==> config.mk <==
export PLATFORM = sky130hd
export DESIGN_NAME = wb_axis_fifo_bridge_flat
export DESIGN_NICKNAME = d
export VERILOG_FILES = /design/src/rtl/wb_axis_fifo_bridge_if.sv /design/src/rtl/wb_axis_fifo_bridge.sv /design/src/flat_wrapper.sv
export SDC_FILE = /design/constraint.sdc
export NUM_CORES = 1
export LEC_CHECK = 0
export ABC_AREA = 1
export ABC_CLOCK_PERIOD_IN_PS = 6200
export CELL_PAD_IN_SITES_DETAIL_PLACEMENT = 0
export CELL_PAD_IN_SITES_GLOBAL_PLACEMENT = 1
export CORE_ASPECT_RATIO = 1.1
export CORE_MARGIN = 2
export CORE_UTILIZATION = 49
export DETAILED_ROUTE_END_ITERATION = 6
export DONT_BUFFER_PORTS = 1
export PLACE_DENSITY = 0.81
export SLEW_MARGIN = 20
export SYNTH_ARGS = -nofsm -noshare
export SYNTH_HDL_FRONTEND = slang
export SYNTH_SLANG_ARGS = --single-unit
==> constraint.sdc <==
create_clock -name clk -period 6.2 [get_ports clk]
set_clock_uncertainty 0.2 [all_clocks]
set_input_delay 1.55 -clock clk [delete_from_list [all_inputs] [get_ports clk]]
set_output_delay 1.55 -clock clk [all_outputs]
set_load 0.02 [all_outputs]
==> src/rtl/wb_axis_fifo_bridge_if.sv <==
// Bus bundle for the Wishbone-to-AXI-Stream FIFO bridge: the Wishbone slave
// port, the TX stream (bridge to accelerator) and the RX stream
// (accelerator to bridge).
interface wb_axis_fifo_bridge_if #(
  parameter int pDATA_WIDTH = 32
);
  // Wishbone side
  logic [31:0]            wbs_adr_i;
  logic                   wb_valid;
  logic                   wb_ready;
  logic                   wbs_we_i;
  logic [pDATA_WIDTH-1:0] wbs_dat_i;
  logic [pDATA_WIDTH-1:0] wbs_dat_o;
  // TX stream
  logic                   sm_tvalid;
  logic                   sm_tready;
  logic [pDATA_WIDTH-1:0] sm_tdata;
  logic                   sm_tlast;
  // RX stream
  logic                   ss_tvalid;
  logic                   ss_tready;
  logic [pDATA_WIDTH-1:0] ss_tdata;
  logic                   ss_tlast;

  // The bridge itself
  modport slave (
    input  wbs_adr_i, wb_valid, wbs_we_i, wbs_dat_i,
    output wb_ready, wbs_dat_o,
    output sm_tvalid, sm_tdata, sm_tlast,
    input  sm_tready,
    input  ss_tvalid, ss_tdata, ss_tlast,
    output ss_tready
  );

  // The CPU / accelerator side that talks to the bridge
  modport master (
    output wbs_adr_i, wb_valid, wbs_we_i, wbs_dat_i,
    input  wb_ready, wbs_dat_o,
    input  sm_tvalid, sm_tdata, sm_tlast,
    output sm_tready,
    output ss_tvalid, ss_tdata, ss_tlast,
    input  ss_tready
  );
endinterface

==> src/rtl/wb_axis_fifo_bridge.sv <==
// Wishbone slave to AXI-Stream bridge with a TX FIFO (CPU writes, stream
// reads), an RX FIFO (stream writes, CPU reads), a status register and TLAST
// framing. Every bus access completes with a registered one-cycle ack; an
// access that cannot complete yet (TX full / RX empty) waits in IDLE.
module wb_axis_fifo_bridge #(
  parameter int          pDATA_WIDTH = 32,
  parameter logic [31:0] pADDR_BASE  = 32'h3000_0080,
  parameter int          pDEPTH      = 4
) (
  input logic                    clk,
  input logic                    rst,
  wb_axis_fifo_bridge_if.slave   bus
);

  localparam int AW = $clog2(pDEPTH);
  localparam int CW = AW + 1;
  localparam int EW = pDATA_WIDTH + 1;   // {tlast, data}

  typedef enum logic {S_IDLE, S_ACK} state_e;
  typedef logic [EW-1:0] entry_t;

  state_e                 state_q, state_d;
  logic [pDATA_WIDTH-1:0] rdata_q, rdata_d;
  entry_t                 tx_mem_q [pDEPTH];
  entry_t                 tx_mem_d [pDEPTH];
  entry_t                 rx_mem_q [pDEPTH];
  entry_t                 rx_mem_d [pDEPTH];
  logic [AW-1:0]          tx_wr_q, tx_wr_d, tx_rd_q, tx_rd_d;
  logic [AW-1:0]          rx_wr_q, rx_wr_d, rx_rd_q, rx_rd_d;
  logic [CW-1:0]          tx_count_q, tx_count_d, rx_count_q, rx_count_d;

  logic hit_tx, hit_rx, hit_st, hit_txl;
  logic tx_full, rx_empty, stall, accept;
  logic bus_push, bus_pop, tx_pop, rx_push, rx_ready;
  entry_t                 rx_head;
  logic [pDATA_WIDTH-1:0] status;

  // Register decode on the full byte address; anything else is unmapped
  assign hit_tx  = bus.wbs_adr_i == pADDR_BASE;
  assign hit_rx  = bus.wbs_adr_i == pADDR_BASE + 32'h4;
  assign hit_st  = bus.wbs_adr_i == pADDR_BASE + 32'h8;
  assign hit_txl = bus.wbs_adr_i == pADDR_BASE + 32'hC;

  // Fullness comes from the registered counts only, so a same-cycle stream
  // pop never makes room for a bus push (and vice versa on RX)
  assign tx_full  = tx_count_q == CW'(pDEPTH);
  assign rx_empty = rx_count_q == '0;
  assign rx_head  = rx_mem_q[rx_rd_q];

  assign stall    = ( bus.wbs_we_i && (hit_tx || hit_txl) && tx_full) ||
                    (!bus.wbs_we_i && hit_rx && rx_empty);
  assign accept   = (state_q == S_IDLE) && bus.wb_valid && !stall;
  assign bus_push = accept &&  bus.wbs_we_i && (hit_tx || hit_txl);
  assign bus_pop  = accept && !bus.wbs_we_i && hit_rx;

  assign tx_pop   = (tx_count_q != '0) && bus.sm_tready;
  assign rx_ready = !rst && (rx_count_q != CW'(pDEPTH));
  assign rx_push  = bus.ss_tvalid && rx_ready;

  // Status word assembled from registered FIFO state
  always_comb begin
    status        = '0;
    status[0]     = tx_full;
    status[1]     = rx_empty;
    status[2]     = !rx_empty && rx_head[pDATA_WIDTH];
    status[15:8]  = 8'(tx_count_q);
    status[23:16] = 8'(rx_count_q);
  end

  // Bus FSM next state plus FIFO pointer, count and storage updates
  always_comb begin
    // NOTE: every variable gets a default before any branch so no latch is inferred.
    state_d    = state_q;
    rdata_d    = '0;
    tx_mem_d   = tx_mem_q;
    rx_mem_d   = rx_mem_q;
    tx_wr_d    = tx_wr_q;
    tx_rd_d    = tx_rd_q;
    rx_wr_d    = rx_wr_q;
    rx_rd_d    = rx_rd_q;

    case (state_q)
      S_IDLE: begin
        if (accept) begin
          state_d = S_ACK;
          if (!bus.wbs_we_i) begin
            if (hit_rx)      rdata_d = rx_head[pDATA_WIDTH-1:0];
            else if (hit_st) rdata_d = status;
          end
        end
      end
      // Ack is a one-cycle pulse; the still-asserted request is not replayed
      S_ACK:   state_d = S_IDLE;
      default: state_d = S_IDLE;
    endcase

    if (bus_push) begin
      tx_mem_d[tx_wr_q] = {hit_txl, bus.wbs_dat_i};
      tx_wr_d           = tx_wr_q + AW'(1);
    end
    if (tx_pop)  tx_rd_d = tx_rd_q + AW'(1);
    tx_count_d = tx_count_q + CW'(bus_push) - CW'(tx_pop);

    if (rx_push) begin
      rx_mem_d[rx_wr_q] = {bus.ss_tlast, bus.ss_tdata};
      rx_wr_d           = rx_wr_q + AW'(1);
    end
    if (bus_pop) rx_rd_d = rx_rd_q + AW'(1);
    rx_count_d = rx_count_q + CW'(rx_push) - CW'(bus_pop);
  end

  // State register with synchronous reset; storage is cleared so the idle
  // stream data reads as zero after reset
  always_ff @(posedge clk) begin
    // NOTE: sequential state uses non-blocking assignments only.
    if (rst) begin
      state_q    <= S_IDLE;
      rdata_q    <= '0;
      tx_wr_q    <= '0;
      tx_rd_q    <= '0;
      rx_wr_q    <= '0;
      rx_rd_q    <= '0;
      tx_count_q <= '0;
      rx_count_q <= '0;
      // NOTE: the FIFO arrays are reset on purpose (small, and sm_tdata must read 0).
      for (int i = 0; i < pDEPTH; i++) begin
        tx_mem_q[i] <= '0;
        rx_mem_q[i] <= '0;
      end
    end else begin
      state_q    <= state_d;
      rdata_q    <= rdata_d;
      tx_wr_q    <= tx_wr_d;
      tx_rd_q    <= tx_rd_d;
      rx_wr_q    <= rx_wr_d;
      rx_rd_q    <= rx_rd_d;
      tx_count_q <= tx_count_d;
      rx_count_q <= rx_count_d;
      tx_mem_q   <= tx_mem_d;
      rx_mem_q   <= rx_mem_d;
    end
  end

  assign bus.wb_ready  = state_q == S_ACK;
  assign bus.wbs_dat_o = rdata_q;
  assign bus.sm_tvalid = tx_count_q != '0;
  assign bus.sm_tdata  = tx_mem_q[tx_rd_q][pDATA_WIDTH-1:0];
  assign bus.sm_tlast  = tx_mem_q[tx_rd_q][pDATA_WIDTH];
  assign bus.ss_tready = rx_ready;

endmodule

==> src/flat_wrapper.sv <==
// flat-port wrapper written by rule: the top's interface ports become plain ports
module wb_axis_fifo_bridge_flat 
#(
  parameter int          pDATA_WIDTH = 32,
  parameter logic [31:0] pADDR_BASE  = 32'h3000_0080,
  parameter int          pDEPTH      = 4
)
  (clk, rst, bus_wbs_adr_i, bus_wb_valid, bus_wbs_we_i, bus_wbs_dat_i, bus_wb_ready, bus_wbs_dat_o, bus_sm_tvalid, bus_sm_tdata, bus_sm_tlast, bus_sm_tready, bus_ss_tvalid, bus_ss_tdata, bus_ss_tlast, bus_ss_tready);
  wb_axis_fifo_bridge_if #(.pDATA_WIDTH(pDATA_WIDTH)) bus_i ();
  input logic clk;
  input logic rst;
  input wire logic [$bits(bus_i.wbs_adr_i)-1:0] bus_wbs_adr_i;
  input wire logic [$bits(bus_i.wb_valid)-1:0] bus_wb_valid;
  input wire logic [$bits(bus_i.wbs_we_i)-1:0] bus_wbs_we_i;
  input wire logic [$bits(bus_i.wbs_dat_i)-1:0] bus_wbs_dat_i;
  output wire logic [$bits(bus_i.wb_ready)-1:0] bus_wb_ready;
  output wire logic [$bits(bus_i.wbs_dat_o)-1:0] bus_wbs_dat_o;
  output wire logic [$bits(bus_i.sm_tvalid)-1:0] bus_sm_tvalid;
  output wire logic [$bits(bus_i.sm_tdata)-1:0] bus_sm_tdata;
  output wire logic [$bits(bus_i.sm_tlast)-1:0] bus_sm_tlast;
  input wire logic [$bits(bus_i.sm_tready)-1:0] bus_sm_tready;
  input wire logic [$bits(bus_i.ss_tvalid)-1:0] bus_ss_tvalid;
  input wire logic [$bits(bus_i.ss_tdata)-1:0] bus_ss_tdata;
  input wire logic [$bits(bus_i.ss_tlast)-1:0] bus_ss_tlast;
  output wire logic [$bits(bus_i.ss_tready)-1:0] bus_ss_tready;
  assign bus_i.wbs_adr_i = bus_wbs_adr_i;
  assign bus_i.wb_valid = bus_wb_valid;
  assign bus_i.wbs_we_i = bus_wbs_we_i;
  assign bus_i.wbs_dat_i = bus_wbs_dat_i;
  assign bus_wb_ready = bus_i.wb_ready;
  assign bus_wbs_dat_o = bus_i.wbs_dat_o;
  assign bus_sm_tvalid = bus_i.sm_tvalid;
  assign bus_sm_tdata = bus_i.sm_tdata;
  assign bus_sm_tlast = bus_i.sm_tlast;
  assign bus_i.sm_tready = bus_sm_tready;
  assign bus_i.ss_tvalid = bus_ss_tvalid;
  assign bus_i.ss_tdata = bus_ss_tdata;
  assign bus_i.ss_tlast = bus_ss_tlast;
  assign bus_ss_tready = bus_i.ss_tready;
  wb_axis_fifo_bridge #(.pDATA_WIDTH(pDATA_WIDTH), .pADDR_BASE(pADDR_BASE), .pDEPTH(pDEPTH)) u_core (.clk(clk), .rst(rst), .bus(bus_i));
endmodule
==> impl_metrics.tcl, run 1 <==
set metrics [dict create \
    status "complete, no violations" \
    cts.htree.levels 2 \
    postSynthAreaPerCell_um2 6.922 \
    period_share_pct 67.06 \
    route.vias.total 12781 \
    yosysMostFrequentCell "sky130_fd_sc_hd__nor2_1" \
    syn_area_mm2 0.01409 \
    fraction_of_final_layout_cells_sized_beyond_drive_strength_1_pct 4.662 \
    drtAntennaViolNets 0 \
    yosys_register_bits 311 \
    top_achievable_clock_speed_ghz 0.2405 \
    post_cts_buffers 0 \
    cts_sinks 311 \
    cts-buffers-inserted 35 \
    clock_tree.buffer_depth 3 \
    num_rows 65 \
    grt_remaining_overflow 0 \
    hold_start "u_core.rx_mem_q[51]" \
    post_cts_clock_slew_at_the_launch_and_capture_registers_of_the_worst_setup_and_hold_paths_ns 0.06 \
    floorplan.core_area_mm2 0.02846 \
    drv_cap 0 \
    grt_setup_unrepaired "false" \
    layout-area-overhead-vs-synth_pct 7.449 \
    detail_route.wl_per_cell_um 16.87 \
    final_core_occ_pct 53.20 \
    cts-hold-fix-buffers 0 \
    post-dp-hpwl_mm 21.55 \
    clock_tree_from_tritoncts "built" \
    final_cells 2321 \
    end_kind "primary output" \
    hold_path.class "register to register" \
    grt_first_pass_wirelength_mm 63.59 \
    timing.rr.end "u_core.rx_count_q[1]" \
    gpl.final_weighted_congestion 0.7898 \
    synth.lib_cells_used.distinct 31 \
    grt_max_degree 138 \
    final-max-slew-violation-count 0 \
    crit_path_setup_slack_layout_ns 2.042 \
    die_area_mm2 0.03013 \
    path_class "register to primary output" \
    reg2reg_from "u_core.rx_count_q[1]" \
    worst_slew_margin_rel_pct 25.89 \
    netlist.top_cell.by_area "sky130_fd_sc_hd__dfxtp_1" \
    synth_seq_area_share_pct 44.18 \
    grt_pass1_vias 12183 \
    whs_path_depth 2 \
    setup.worst_path.start_class "register" \
    r2r_slack_ns 2.85 \
    number_of_enable_flip_flop_cells_after_synthesis 0 \
    start_util_pct 49.51 \
    vdd_ir_drop_max_mv 0.1837 \
    cts_root_buffer "sky130_fd_sc_hd__clkbuf_16" \
    timing.setup.tns_ns 0 \
    timing.reg2reg.worst_path_depth 9 \
    critical_path_required_ns 4.45 \
    min_delay_worst_endpoint "u_core.rx_mem_q[51]" \
    synth_top_cell_area_share_pct 44.18 \
    placed_instances 2260 \
    critPathMaxFanout 37 \
    fp.dieW_um 165.7 \
    drtIter0Drc 968 \
    total_leakage_power_nw 5.839 \
    critical_path.cell_chain "inv_2, buf_4, o21ai_0, o22ai_1" \
    most_instantiated_flip_flop_cell_in_the_synthesis_netlist "sky130_fd_sc_hd__dfxtp_1" \
    num-fill-cells 2897 \
    dr.pass1.iters 5 \
    pin_count 171 \
    fp.dieH_um 181.9 \
    synth.cells.most_frequent "sky130_fd_sc_hd__nor2_1, sky130_fd_sc_hd__dfxtp_1, sky130_fd_sc_hd__nand2_1" \
    finalWirelength_mm 39.15 \
    via_per_inst 5.507 \
    drc_errors 0 \
    crit_path_max_incr_delay_ns 0.52 \
    post_synthesis_cells 2036 \
    timing.final.hold_violations 0 \
    design.final.nets 2046 \
    hold_slack_ns 0.2494 \
    grt.total_usage_pct 25.43 \
    slowest_stage "sky130_fd_sc_hd__inv_2" \
    clk-insertion-delay-late_ns 0.51 \
    dpl_worst_slack_ns 1.694 \
    cts_resized 0 \
    syn_nets 2153 \
    synthArstFlopShare_pct 0 \
    buffer_ports.inserted 0 \
    setup_violations 0 \
    ys.warnings.count 0 \
    synth_area_leaders "sky130_fd_sc_hd__dfxtp_1, sky130_fd_sc_hd__nor2_1, sky130_fd_sc_hd__nand2_1" \
    powerDensity_mw_per_mm2 318.2 \
    grt_antenna_before_repair 1 \
    fin_crit_ns 4.158 \
    timing_worst_slew_pin_value_ns 1.112 \
    critPathArrivalTime_ns 2.41 \
]
==> state kept, by name (all words and copies together), names as in the netlist <==
| name | flops |
|---|---|
| u_core.bus.wb_ready | 1 |
| u_core.tx_count_q | 3 |
| u_core.tx_rd_q | 2 |
| u_core.rx_mem_q | 132 |
| u_core.tx_mem_q | 132 |
| u_core.rx_count_q | 3 |
| u_core.bus.wbs_dat_o | 32 |
| u_core.rx_rd_q | 2 |
| u_core.tx_wr_q | 2 |
| u_core.rx_wr_q | 2 |
==> worst max-delay path, delay by kind of cell (launching register included) <==
kind	cells	cell delay, ns
buf+inv	2	0.98
compound gates	2	0.61
flops	1	0.32
==> logic make-up (layout without fill, tap and decap cells) <==
kind of cell	after synthesis	in the layout	synth area share [%]
other	0	1	0
xor gates and xnor gates	3	3	0.1865
and+or+nand+nor	921	921	28.11
adders and majority gates	14	14	1.350
DFF	311	311	44.18
buffers and inverters	338	254	9.855
AOI/OAI and AO/OA	449	449	16.32
==> through the flow <==
stage	instance area [um2]	power, mW
6_report	15140	4.818
5_1_grt	15140	5.026
4_1_cts	15130	4.867
3_5_place_dp	14010	2.860
3_3_place_gp	14010	2.856
2_1_floorplan	14090	2.693
==> area by class of cell <==
cell class | instances | area, um2 | share of cell area, %
well taps | 368 | 460.4 | 3.041
inverters | 174 | 659.4 | 4.355
clock buffers | 59 | 1109 | 7.321
multi-input cells | 1387 | 6509 | 42.98
diodes | 1 | 2.502 | 0.01653
clock inverters | 1 | 5.005 | 0.03305
repair buffers | 20 | 166.4 | 1.099
flip-flops and latches | 311 | 6231 | 41.15
==> cell usage in the layout, fill, tap and decap left out, types with 18 or more instances in the layout <==
| master | netlist | layout |
|---|---|---|
| sky130_fd_sc_hd__a21oi_1 | 208 | 207 |
| sky130_fd_sc_hd__buf_4 | 12 | 18 |
| sky130_fd_sc_hd__clkbuf_16 | 0 | 37 |
| sky130_fd_sc_hd__dfxtp_1 | 311 | 309 |
| sky130_fd_sc_hd__inv_1 | 167 | 166 |
| sky130_fd_sc_hd__nand2_1 | 288 | 286 |
| sky130_fd_sc_hd__nand3_1 | 80 | 80 |
| sky130_fd_sc_hd__nand4_1 | 132 | 132 |
| sky130_fd_sc_hd__nor2_1 | 405 | 405 |
| sky130_fd_sc_hd__o21ai_0 | 204 | 204 |
| sky130_fd_sc_hd__o22ai_1 | 32 | 32 |
==> per-layer routing <==
| metal | GRT usage [%] | part of all wire (%) | vias up |
|---|---|---|---|
| met4 | 8.835 | 2.8 | 0 |
| met3 | 4.577 | 5.3 | 74 |
| met5 | 0 | 0 | - |
| met1 | 30.87 | 43 | 5934 |
| met2 | 45.26 | 49 | 312 |
| li1 | - | - | 6461 |
==> where the power goes <==
group          internal, mW  leakage (nW)  total, mW  switching (mW)
clock                  1.21         0.546       2.01           0.796
combinational         0.182          2.78      0.751           0.569
sequential             2.04          2.51       2.06          0.0224
==> worst max path at each step <==
stage	start	end	slack (ns)	cells after the start
6_report	u_core.tx_rd_q[0]	bus_sm_tdata[0]	2.04	4
2_1_floorplan	bus_wbs_adr_i[1]	u_core.rx_count_q[2]	2.15	16
5_1_grt	u_core.tx_rd_q[0]	bus_sm_tdata[0]	1.90	4
3_5_place_dp	bus_wbs_adr_i[7]	u_core.rx_count_q[2]	1.69	17
4_1_cts	u_core.tx_rd_q[0]	bus_sm_tdata[6]	2.02	4
3_3_place_gp	bus_wbs_adr_i[7]	u_core.rx_count_q[2]	1.76	17
Power figures use the tool's default switching activity.
==> inputs of run 2 (changes only) <==
- ABC_CLOCK_PERIOD_IN_PS: 6200 -> 4000
- CORE_UTILIZATION: 49 -> 46
- PLACE_DENSITY: 0.81 -> 0.77
- clock period: 6.2 -> 4 ns (I/O delays scaled with it)
==> run 2 against run 1 <==
Sequential share of layout area down 0.81 points. Non-clock buffer count up 17. Die area up 6.4%. Register-to-register slack worse by 1.8 ns. Critical path depth down 1. Power up 57%. Clock-buffer cell count down 4. First-iteration DRC count down 3.8%. Cell count up 2.8%. Utilization down 2.3 points. Critical endpoint is now bus_sm_tdata[23]. Largest power group unchanged. Highest routed layer unchanged.
==> impl_metrics.tcl, run 2 (synthesized netlist as in run 1, its figures left out) <==
set metrics [dict create \
    status "complete, no violations" \
    grt_remaining_overflow 0 \
    dr.pass1.iters 7 \
    fraction_of_final_layout_cells_sized_beyond_drive_strength_1_pct 5.835 \
    die_area_mm2 0.03205 \
    final-max-slew-violation-count 0 \
    postPlaceCellArea_mm2 0.01430 \
    fp.dieW_um 170.9 \
    cts.htree.levels 2 \
    grt_setup_unrepaired "false" \
    cts-hold-fix-buffers 0 \
    worst_slew_margin_rel_pct 51.08 \
    grt.total_usage_pct 24.77 \
    period_share_pct 91.20 \
    grt_antenna_before_repair 0 \
    drv_cap 0 \
    finalWirelength_mm 40.24 \
    drtAntennaViolNets 0 \
    drtIter0Drc 931 \
    final_common_cell "sky130_fd_sc_hd__nor2_1" \
    gpl.final_weighted_congestion 0.7591 \
    clock_tree.buffer_depth 3 \
    final_core_occ_pct 50.90 \
    critPathArrivalTime_ns 2.45 \
    critPathMaxFanout 45 \
    mostFrequentLayoutCells "sky130_fd_sc_hd__nor2_1, sky130_fd_sc_hd__dfxtp_1, sky130_fd_sc_hd__nand2_1" \
    clk-insertion-delay-late_ns 0.52 \
    grt_max_degree 93 \
    stdcell_area_mm2 0.01545 \
    grt_pass1_vias 12153 \
    detail_route.wl_per_cell_um 16.87 \
    setup_violations 0 \
    hold_slack_ns 0.2510 \
    end_kind "primary output" \
    fp.dieH_um 187.6 \
    layout-area-overhead-vs-synth_pct 9.615 \
    via_per_inst 5.364 \
    pin_count 171 \
    design.final.nets 2064 \
    buffer_ports.inserted 0 \
    start_util_pct 46.44 \
    drc_errors 0 \
    post_cts_buffers 0 \
    hold_path.class "register to register" \
    clock_tree_from_tritoncts "built" \
    cts-buffers-inserted 36 \
    cts_sinks 311 \
    num-fill-cells 3162 \
    total_leakage_power_nw 5.967 \
    cts_root_buffer "sky130_fd_sc_hd__clkbuf_16" \
    post_cts_clock_slew_at_the_launch_and_capture_registers_of_the_worst_setup_and_hold_paths_ns 0.06 \
    timing.setup.tns_ns 0 \
    timing_worst_slew_pin_value_ns 0.7261 \
    route.vias.total 12792 \
    setup.worst_path.start_class "register" \
    powerDensity_mw_per_mm2 490.0 \
    num_rows 67 \
    grt_first_pass_wirelength_mm 64.34 \
    floorplan.core_area_mm2 0.03035 \
    num_antenna_cells 0 \
    critical_path_required_ns 2.80 \
    post-dp-hpwl_mm 22.98 \
    timing.final.hold_violations 0 \
    path_class "register to primary output" \
    vdd_ir_drop_max_mv 0.3484 \
    cts_resized 0 \
    fin_crit_ns 3.648 \
    top_achievable_clock_speed_ghz 0.2741 \
]
run 2: area by class of cell:
class | instances | area, um2 | area share [%]
Clock buffer | 55 | 1104 | 7.144
Clock inverter | 7 | 46.29 | 0.2997
Inverter | 174 | 659.4 | 4.269
Multi-Input combinational cell | 1387 | 6499 | 42.07
Sequential cell | 311 | 6231 | 40.34
Tap cell | 414 | 518.0 | 3.353
Timing Repair Buffer | 37 | 390.4 | 2.527
run 2: routing by layer:
layer / vias to the layer above / track usage, % / routed length (um)
met5: - / 0 / 0
met4: 0 / 7.008 / 982
met3: 61 / 4.791 / 2206
met2: 310 / 44.13 / 19840
met1: 5931 / 30.22 / 17210
li1: 6490 / - / -
run 2: path summary, 6_finish.rpt:
path / from / endpoint / slack [ns] / cells after the start
worst max-delay path: u_core.tx_rd_q[0] / bus_sm_tdata[23] / 0.35 / 3
worst min-delay path: u_core.rx_mem_q[119] / u_core.rx_mem_q[119] / 0.25 / 2
worst max register to register: u_core.rx_count_q[1] / u_core.tx_mem_q[87] / 1.07 / 11
worst min register to register: u_core.rx_mem_q[119] / u_core.rx_mem_q[119] / 0.25 / 2
run 2: through the flow:
step | worst slack [ns] | total power [mW] | std cells
3_5_place_dp | 0.2044 | 4.453 | 2323
6_report | 0.3522 | 7.569 | 2385
5_1_grt | 0.2258 | 7.900 | 2385
4_1_cts | 0.3449 | 7.644 | 2385
3_3_place_gp | 0.2658 | 4.446 | 2323
2_1_floorplan | 0.4981 | 4.174 | 2036
run 2: worst max-delay path, stage by stage (launching register included):
cell and delay [ns]:
sky130_fd_sc_hd__dfxtp_2 0.64, sky130_fd_sc_hd__buf_4 0.54, sky130_fd_sc_hd__o21ai_0 0.18, sky130_fd_sc_hd__o22ai_1 0.54
run 2: power breakdown:
group	internal [mW]	total [mW]	switching, mW
clock	1.90	3.20	1.30
combinational	0.296	1.15	0.857
sequential	3.16	3.22	0.0609
total	5.36	7.57	2.21
